--- src/rtl/res_scan_pkg.sv ---
// Shared definitions for the ResNet scan controllers: state encoding and the
// configuration legality rule applied when a scan is started.
package res_scan_pkg;

  typedef enum logic [2:0] {
    ST_IDLE  = 3'd0,
    ST_VSYNC = 3'd1,
    ST_HSYNC = 3'd2,
    ST_DATA  = 3'd3,
    ST_DONE  = 3'd4
  } scan_state_t;

  // Strides must tile the map exactly because the last-position test is an equality.
  function automatic logic cfg_legal(
    input logic [31:0] width,
    input logic [31:0] height,
    input logic [31:0] channel,
    input logic [31:0] step_x,
    input logic [31:0] step_y,
    input logic [31:0] n_ch_par
  );
    logic ok;
    ok = (channel != 32'd0) && ((channel & (n_ch_par - 32'd1)) == 32'd0) &&
         (step_x != 32'd0) && (step_y != 32'd0) &&
         (width >= step_x) && (height >= step_y);
    if (ok) begin
      ok = (((width - step_x) % step_x) == 32'd0) &&
           (((height - step_y) % step_y) == 32'd0);
    end
    return ok;
  endfunction

endpackage

--- src/rtl/res_scan_pos.sv ---
// Stallable nested channel-group / column / row position counter with the
// end-of-line and end-of-frame decodes and the per-frame pixel count.
module res_scan_pos
  import res_scan_pkg::*;
#(
  parameter int W_SIZE       = 8,
  parameter int W_FRAME_SIZE = 2*W_SIZE+3,
  parameter int N_CH_PAR     = 1
)(
  input  logic                    clk,
  input  logic                    rst,
  input  logic                    i_clear,
  input  logic                    i_adv,
  input  logic [W_SIZE-1:0]       i_width,
  input  logic [W_SIZE-1:0]       i_height,
  input  logic [W_SIZE-1:0]       i_channel,
  input  logic [W_SIZE-1:0]       i_step_x,
  input  logic [W_SIZE-1:0]       i_step_y,
  output logic [W_SIZE-1:0]       o_row,
  output logic [W_SIZE-1:0]       o_col,
  output logic [W_SIZE-1:0]       o_chn,
  output logic [W_FRAME_SIZE-1:0] o_data_count,
  output logic                    o_end_line,
  output logic                    o_end_frame
);

  localparam logic [W_SIZE:0] CH_INC = (W_SIZE+1)'(N_CH_PAR);

  logic [W_SIZE-1:0]       r_row, r_col, r_chn;
  logic [W_FRAME_SIZE-1:0] r_data_count;
  logic [W_SIZE:0]         w_chn_sum, w_col_sum, w_row_sum;
  logic                    w_last_grp, w_last_col, w_last_row;

  // Sums carry one extra bit so the last-position compare never sees a wrapped value.
  assign w_chn_sum  = {1'b0, r_chn} + CH_INC;
  assign w_col_sum  = {1'b0, r_col} + {1'b0, i_step_x};
  assign w_row_sum  = {1'b0, r_row} + {1'b0, i_step_y};
  assign w_last_grp = (w_chn_sum == {1'b0, i_channel});
  assign w_last_col = (w_col_sum == {1'b0, i_width});
  assign w_last_row = (w_row_sum == {1'b0, i_height});

  always_ff @(posedge clk or posedge rst) begin
    if (rst) begin
      r_row        <= '0;
      r_col        <= '0;
      r_chn        <= '0;
      r_data_count <= '0;
    end else if (i_clear) begin
      r_row        <= '0;
      r_col        <= '0;
      r_chn        <= '0;
      r_data_count <= '0;
    end else if (i_adv) begin
      if (w_last_grp) begin
        r_chn <= '0;
        if (w_last_col) begin
          r_col <= '0;
          r_row <= w_last_row ? '0 : w_row_sum[W_SIZE-1:0];
        end else begin
          r_col <= w_col_sum[W_SIZE-1:0];
        end
      end else begin
        r_chn <= w_chn_sum[W_SIZE-1:0];
      end
      if (o_end_frame) begin
        r_data_count <= '0;
      end else if (w_last_grp) begin
        r_data_count <= r_data_count + W_FRAME_SIZE'(1);
      end
    end
  end

  assign o_row        = r_row;
  assign o_col        = r_col;
  assign o_chn        = r_chn;
  assign o_data_count = r_data_count;
  assign o_end_line   = w_last_grp & w_last_col;
  assign o_end_frame  = w_last_grp & w_last_col & w_last_row;

endmodule

--- src/rtl/res_scan_ctrl.sv ---
// Layer scan controller: VSYNC, per-line HSYNC and stallable DATA phases over
// a shadowed feature-map configuration, repeated for a batch of frames.
module res_scan_ctrl
  import res_scan_pkg::*;
#(
  parameter int W_SIZE       = 8,
  parameter int W_DELAY      = 12,
  parameter int W_FRAME_SIZE = 2*W_SIZE+3,
  parameter int N_CH_PAR     = 1,
  parameter int W_NFRM       = 8
)(
  input  logic                    clk,
  input  logic                    rst,
  input  logic [W_SIZE-1:0]       q_width,
  input  logic [W_SIZE-1:0]       q_height,
  input  logic [W_SIZE-1:0]       q_channel,
  input  logic [W_SIZE-1:0]       q_step_x,
  input  logic [W_SIZE-1:0]       q_step_y,
  input  logic [W_DELAY-1:0]      q_vsync_delay,
  input  logic [W_DELAY-1:0]      q_hsync_delay,
  input  logic [W_NFRM-1:0]       q_num_frames,
  input  logic                    q_start,
  input  logic                    q_stop,
  input  logic                    i_ready,
  output logic                    o_ctrl_vsync_run,
  output logic [W_DELAY-1:0]      o_ctrl_vsync_cnt,
  output logic                    o_ctrl_hsync_run,
  output logic [W_DELAY-1:0]      o_ctrl_hsync_cnt,
  output logic                    o_ctrl_data_run,
  output logic                    o_beat,
  output logic [W_SIZE-1:0]       o_row,
  output logic [W_SIZE-1:0]       o_col,
  output logic [W_SIZE-1:0]       o_chn,
  output logic [W_FRAME_SIZE-1:0] o_data_count,
  output logic [W_NFRM-1:0]       o_frame_idx,
  output logic                    o_end_line,
  output logic                    o_end_frame,
  output logic                    o_done,
  output logic                    o_cfg_err
);

  scan_state_t        r_state, w_next;
  logic [W_SIZE-1:0]  r_width, r_height, r_channel, r_step_x, r_step_y;
  logic [W_DELAY-1:0] r_vsync_delay, r_hsync_delay, r_vsync_cnt, r_hsync_cnt;
  logic [W_NFRM-1:0]  r_num_frames, r_frame_idx, w_frames_m1;
  logic               r_cfg_err;
  logic               w_legal, w_capture, w_abort, w_accept;
  logic               w_end_line, w_end_frame, w_last_frame;

  // Legality is judged on the live inputs; only a legal start touches the shadow copy.
  assign w_legal      = cfg_legal(32'(q_width), 32'(q_height), 32'(q_channel),
                                  32'(q_step_x), 32'(q_step_y), 32'(N_CH_PAR));
  assign w_capture    = (r_state == ST_IDLE) && q_start && w_legal;
  assign w_abort      = q_stop && (r_state != ST_IDLE);
  assign w_accept     = (r_state == ST_DATA) && i_ready;
  assign w_frames_m1  = (r_num_frames == '0) ? '0 : r_num_frames - W_NFRM'(1);
  assign w_last_frame = (r_frame_idx == w_frames_m1);

  always_ff @(posedge clk or posedge rst) begin
    if (rst) begin
      r_state <= ST_IDLE;
    end else begin
      r_state <= w_next;
    end
  end

  always_comb begin
    w_next = r_state;
    unique case (r_state)
      ST_IDLE:  if (w_capture) w_next = ST_VSYNC;
      ST_VSYNC: if (r_vsync_cnt == r_vsync_delay) w_next = ST_HSYNC;
      ST_HSYNC: if (r_hsync_cnt == r_hsync_delay) w_next = ST_DATA;
      ST_DATA: begin
        if (i_ready && w_end_line) begin
          if (w_end_frame) begin
            w_next = w_last_frame ? ST_DONE : ST_VSYNC;
          end else begin
            w_next = ST_HSYNC;
          end
        end
      end
      ST_DONE:  w_next = ST_IDLE;
      default:  w_next = ST_IDLE;
    endcase
    if (w_abort) begin
      w_next = ST_IDLE;
    end
  end

  // Counters only survive a cycle that stays in their own state, so they read 0 elsewhere.
  always_ff @(posedge clk or posedge rst) begin
    if (rst) begin
      r_vsync_cnt <= '0;
      r_hsync_cnt <= '0;
    end else begin
      r_vsync_cnt <= (r_state == ST_VSYNC && w_next == ST_VSYNC) ? r_vsync_cnt + W_DELAY'(1) : '0;
      r_hsync_cnt <= (r_state == ST_HSYNC && w_next == ST_HSYNC) ? r_hsync_cnt + W_DELAY'(1) : '0;
    end
  end

  always_ff @(posedge clk or posedge rst) begin
    if (rst) begin
      r_width       <= '0;
      r_height      <= '0;
      r_channel     <= '0;
      r_step_x      <= '0;
      r_step_y      <= '0;
      r_vsync_delay <= '0;
      r_hsync_delay <= '0;
      r_num_frames  <= '0;
    end else if (w_capture) begin
      r_width       <= q_width;
      r_height      <= q_height;
      r_channel     <= q_channel;
      r_step_x      <= q_step_x;
      r_step_y      <= q_step_y;
      r_vsync_delay <= q_vsync_delay;
      r_hsync_delay <= q_hsync_delay;
      r_num_frames  <= q_num_frames;
    end
  end

  always_ff @(posedge clk or posedge rst) begin
    if (rst) begin
      r_frame_idx <= '0;
      r_cfg_err   <= 1'b0;
    end else begin
      r_cfg_err <= (r_state == ST_IDLE) && q_start && !w_legal;
      if (w_abort || r_state == ST_DONE) begin
        r_frame_idx <= '0;
      end else if (w_accept && w_end_frame && !w_last_frame) begin
        r_frame_idx <= r_frame_idx + W_NFRM'(1);
      end
    end
  end

  res_scan_pos #(
    .W_SIZE       (W_SIZE),
    .W_FRAME_SIZE (W_FRAME_SIZE),
    .N_CH_PAR     (N_CH_PAR)
  ) u_pos (
    .clk          (clk),
    .rst          (rst),
    .i_clear      (w_abort),
    .i_adv        (w_accept && !w_abort),
    .i_width      (r_width),
    .i_height     (r_height),
    .i_channel    (r_channel),
    .i_step_x     (r_step_x),
    .i_step_y     (r_step_y),
    .o_row        (o_row),
    .o_col        (o_col),
    .o_chn        (o_chn),
    .o_data_count (o_data_count),
    .o_end_line   (w_end_line),
    .o_end_frame  (w_end_frame)
  );

  assign o_ctrl_vsync_run = (r_state == ST_VSYNC);
  assign o_ctrl_hsync_run = (r_state == ST_HSYNC);
  assign o_ctrl_data_run  = (r_state == ST_DATA);
  assign o_ctrl_vsync_cnt = r_vsync_cnt;
  assign o_ctrl_hsync_cnt = r_hsync_cnt;
  assign o_beat           = o_ctrl_data_run & i_ready;
  assign o_end_line       = o_ctrl_data_run & w_end_line;
  assign o_end_frame      = o_ctrl_data_run & w_end_frame;
  assign o_done           = (r_state == ST_DONE);
  assign o_frame_idx      = r_frame_idx;
  assign o_cfg_err        = r_cfg_err;

endmodule

--- config.mk ---
export PLATFORM = sky130hd
export DESIGN_NAME = res_scan_ctrl
export DESIGN_NICKNAME = d
export VERILOG_FILES = /design/src/rtl/res_scan_pkg.sv /design/src/rtl/res_scan_pos.sv /design/src/rtl/res_scan_ctrl.sv
export SDC_FILE = /design/constraint.sdc
export NUM_CORES = 2
export LEC_CHECK = 0
export ABC_CLOCK_PERIOD_IN_PS = 4200
export CAP_MARGIN = 20
export CORE_UTILIZATION = 60
export DETAILED_ROUTE_END_ITERATION = 12
export DONT_BUFFER_PORTS = 1
export GPL_ROUTABILITY_DRIVEN = 0
export GPL_TIMING_DRIVEN = 0
export MAX_ROUTING_LAYER = met4
export PLACE_DENSITY_LB_ADDON = 0.3
export SLEW_MARGIN = 20
export SYNTH_ARGS = -nofsm -noshare
export SYNTH_HDL_FRONTEND = slang
export SYNTH_SLANG_ARGS = --single-unit
--- constraint.sdc ---
create_clock -name clk -period 4.2 [get_ports clk]
set_clock_uncertainty 0.2 [all_clocks]
set_input_delay 0 -clock clk [delete_from_list [all_inputs] [get_ports clk]]
set_output_delay 0 -clock clk [all_outputs]
set_load 0.01 [all_outputs]
==> results of run 1 <==
synthesized netlist by cell type, drive strengths merged, types with 86 or more instances:
cell type	n	share of area
nand3	255	0.026
mux2i	87	0.018
o31ai	164	0.026
nand4	98	0.013
xnor2	261	0.046
nand2	584	0.044
and2	106	0.014
a21o	122	0.019
and3	88	0.011
dfrtp	151	0.075
a21oi	435	0.044
nor3	435	0.046
o21a	321	0.048
or3	92	0.012
nor4	98	0.017
o211ai	92	0.015
inv	176	0.013
nor2	669	0.050
a31oi	86	0.012
or2	108	0.013
o21ai	342	0.035
ha	516	0.13
xor2	179	0.032
clkbuf	90	0.0084
mux2	171	0.044
routing by layer:
layer | global-route usage | GRT overflow
met3 | 0.936 | 745
met1 | 0.958 | 810
met2 | 1.35 | 6599
met4 | 1.05 | 1182
met5 | - | -
cell families after synthesis:
| logic type | count (synthesis) | share of synthesized area |
|---|---|---|
| and+or+nand+nor | 2874 | 0.301 |
| AOI/OAI and AO/OA | 2201 | 0.316 |
| adders and majority gates | 529 | 0.132 |
| xor gates and xnor gates | 441 | 0.0776 |
| buffers and inverters | 343 | 0.0356 |
| muxes | 258 | 0.0616 |
| DFF | 151 | 0.0751 |
| other | 2 | 0.000149 |
through the flow:
| step | setup WS [ps] | hold slack, ps | util |
|---|---|---|---|
| CTS | -69870 | 42.6 | 0.810 |
| global placement | -80590 | -51.6 | 0.657 |
| floorplan | -71330 | -65.5 | - |
| detailed placement | -82140 | -272 | 0.660 |
what timing repair did:
action,in CTS
hold endpoints to repair,214
cloned,19
hold buffers,78
pin swaps,550
resized for setup,448
buffers inserted,1115
endpoints found under the setup margin,136
==> flow_summary.yaml, run 1 <==
die:
  start_util: 0.610
  io_pins: 160
  dieWidth_um: 292
  num_rows: 105
  dieHeight_um: 292
global_route:
  gr-total-overflow: 9336
  grtUsageTotal: 1.08
  grt_max_degree: 36
place:
  dp_hpwl_um: 120000
  io_buffers: 0
  dpl.cell_count: 7894
  placedInstanceArea_um2: 54500
synth:
  ys_seq_area_frac: 0.0751
  ys_types: 180
  avgSynthCellArea_um2: 7.40
  synth_flop_cell: "dfrtp_1"
  yosysWarningCount: 0
  synth_area_um2: 50300
  synth_edf_count: 0
  synthCells: 6799
  ys_ff_latch: 151
  async_reset_ff_frac: 1.00
run_status:
  status: "stopped before the end"
  error: "[ERROR GRT-0232] Routing congestion too high. Check the congestion heatmap in the GUI."
  lastStage: "global routing"
clocking:
  root_buffer: "clkbuf_16"
  htreeDepth: 4
  ctsLongestPathBuffers: 2
  cts_made_buffers: 17
  cts_sinks: 151
==> inputs of run 2 (changes only) <==
--- a/config.mk
+++ b/config.mk
@@ -5,15 +5,14 @@
 export SDC_FILE = /design/constraint.sdc
 export NUM_CORES = 2
 export LEC_CHECK = 0
-export ABC_CLOCK_PERIOD_IN_PS = 4200
+export ABC_CLOCK_PERIOD_IN_PS = 5450
 export CAP_MARGIN = 20
-export CORE_UTILIZATION = 60
+export CORE_UTILIZATION = 40
 export DETAILED_ROUTE_END_ITERATION = 12
 export DONT_BUFFER_PORTS = 1
 export GPL_ROUTABILITY_DRIVEN = 0
 export GPL_TIMING_DRIVEN = 0
-export MAX_ROUTING_LAYER = met4
-export PLACE_DENSITY_LB_ADDON = 0.3
+export PLACE_DENSITY_LB_ADDON = 0.15
 export SLEW_MARGIN = 20
 export SYNTH_ARGS = -nofsm -noshare
 export SYNTH_HDL_FRONTEND = slang
==> constraint.sdc (replaced) <==
create_clock -name clk -period 5.45 [get_ports clk]
set_clock_uncertainty 0.2 [all_clocks]
set_input_delay 0 -clock clk [delete_from_list [all_inputs] [get_ports clk]]
set_output_delay 0 -clock clk [all_outputs]
set_load 0.01 [all_outputs]
==> flow_summary.yaml, run 2 <==
run_status:
  status: "finished, violations left"
  violations: "design-rule violations, negative setup slack"
global_route:
  grt_pass1_wl_um: 295000
  grt_pass1_vias: 56500
  grtUsageTotal: 0.275
  gr-total-overflow: 0
  antenna_found_initial: 3
  grt_max_degree: 91
sta:
  relSlewSlack: 0.245
  fmax_mhz: 13.2
  hold_viol: 0
  worst_slew_pin_slew_ps: 1120
  setup_tns_ps: -6856940
  report.final.slew_viol_count: 0
  fin_crit_ps: 75530
  rsz0062_at_grt: "true"
  post-route-period-util: 13.9
  fin_ws_ps: -70080
  setup_viol: 98
setup_path:
  critical-path-slowest-cell: "or4_4"
  crit_type: "input port to register"
  cp_common_cell: "o21a_1"
  rr_startpoint: "u_pos.o_col[1]"
  cp-endpoint: "r_height[1]"
  r2r_slack_ps: 230
  crit_arrival_ps: 75640
  end_kind: "register"
  reg2reg_depth: 18
  cp_data_required_time_ps: 5560
  crit_start: "q_step_x[6]"
  cp_max_fo: 23
  r2r-end: "o_ctrl_vsync_cnt[10]"
  crit_path_start_kind: "input port"
  slowest_delay_ps: 540
synth:
  async_reset_ff_frac: 1.00
  synth_flop_cell: "dfrtp_1"
  synth_area_um2: 50300
  ys_seq_area_frac: 0.0751
  synth_edf_count: 0
  synth_most_common_cell: "nor2_1"
  synth_top_area_cell: "ha_1"
  yosysWarningCount: 0
  ys_types: 180
  synth_common_cells: "665 x nor2_1, 579 x nand2_1, 516 x ha_1"
  avgSynthCellArea_um2: 7.40
  synth_top_cells_by_area: "ha_1 13%, dfrtp_1 7.5%, nor2_1 5.0%"
  ys_ff_latch: 151
  synthCells: 6799
  netlist.area_leader.share: 0.128
layout:
  fillCellCount: 11400
  mostFrequentLayoutCell: "buf_4"
  largest_register_ff_count: 19
  syn_to_final_growth_pct: 38.7
  drive_gt1_frac: 0.333
  layout_common_cells: "1234 x buf_4, 539 x nor2_1, 515 x nand2_1"
  final_nets: 8772
routing:
  ant_nets: 0
  drt_pass1_iterations: 12
  drc: 1
  wl_um: 188000
  dr_total_vias: 59100
  vias_per_cell: 6.02
  drtIter0Drc: 4118
  routedWlPerCell_um: 19.2
clocking:
  cts_sinks: 151
  htreeDepth: 4
  clk_pin_slew_worst_paths_ps: 60
  cts_tree: "built"
  clock_latency_ps: 430
  cts_made_buffers: 17
  ctsLongestPathBuffers: 2
  root_buffer: "clkbuf_16"
die:
  dieHeight_um: 357
  io_pins: 160
  core-area_um2: 124000
  die_area_um2: 127000
  num_rows: 129
  dieWidth_um: 357
  start_util: 0.405
place:
  io_buffers: 0
  dp_hpwl_um: 131000
  pre_cts_ws_ps: -81680
hold_path:
  hp-class: "input port to register"
flow_run:
  max_cap_viol_count: 0
-- run 2: cell counts after synthesis --
No cell type changed its count.
-- run 2: timing repair --
action	in CTS	in global routing
setup buffers	945	309
endpoints found under the setup margin	98	98
hold buffers	79	0
hold endpoints to repair	232	0
cloned	16	4
gates resized for setup	465	239
pin swaps	589	647
-- run 2: area by class of cell --
cell class / count / area (µm²) / share of cell area
flip-flops and latches: 151 / 3780 / 0.0542
plain buffers: 149 / 1560 / 0.0224
clock buffers: 20 / 437 / 0.00626
inverters: 177 / 749 / 0.0107
clock inverters: 12 / 129 / 0.00185
repair buffers: 1352 / 10900 / 0.156
well taps: 1637 / 2050 / 0.0294
diodes: 3 / 7.51 / 0.000108
repair inverters: 5 / 30.0 / 0.000431
multi-input cells: 6320 / 50200 / 0.719
-- run 2: worst min path at each step --
stage / start / to / slack [ps] / depth (start not counted)
floorplan: q_start / o_cfg_err / -70 / 2
detailed placement: rst / u_pos.o_data_count[17] / -280 / 1
finish: q_channel[4] / r_channel[4] / 60 / 2
global route: q_num_frames[7] / r_num_frames[7] / 50 / 2
global placement: q_channel[4] / r_channel[4] / -50 / 1
CTS: q_num_frames[1] / r_num_frames[1] / 40 / 2
-- run 2: per-layer routing --
layer  GRT usage  part of all wire
met5           0           0.00011
met4      0.0648             0.024
met3      0.0309             0.051
met2       0.474              0.47
met1       0.362              0.46
-- run 2: critical path, delay by kind of cell --
family                     cells  cell delay [ps]
and+or+nand+nor              116            19200
AOI/OAI and AO/OA            211            38240
muxes                          5             1360
xor gates and xnor gates       1              130
buffers and inverters         60             7470
adders and majority gates     33             8970
-- run 2: cell families after synthesis --
group | Yosys count | synth area share
and+or+nand+nor | 2874 | 0.301
buffers and inverters | 343 | 0.0356
AOI/OAI and AO/OA | 2201 | 0.316
other | 2 | 0.000149
DFF | 151 | 0.0751
adders and majority gates | 529 | 0.132
xor gates and xnor gates | 441 | 0.0776
muxes | 258 | 0.0616
-- run 2: stage by stage --
stage / utilization / hold WS (ps) / std cells / cell area (µm²)
after floorplan: - / -65.5 / 6813 / 52900
after global placement: 0.442 / -49.9 / 8450 / 54900
after detailed placement: 0.444 / -285 / 8460 / 55200
after CTS: 0.534 / 44.0 / 9524 / 66300
after global routing: 0.562 / 52.7 / 9826 / 69700
final: 0.562 / 63.8 / 9826 / 69700
Power of run 2 is left out: the tool's default activity adds up to more than one toggle a clock period on the data nets, which glitch-free logic cannot reach.
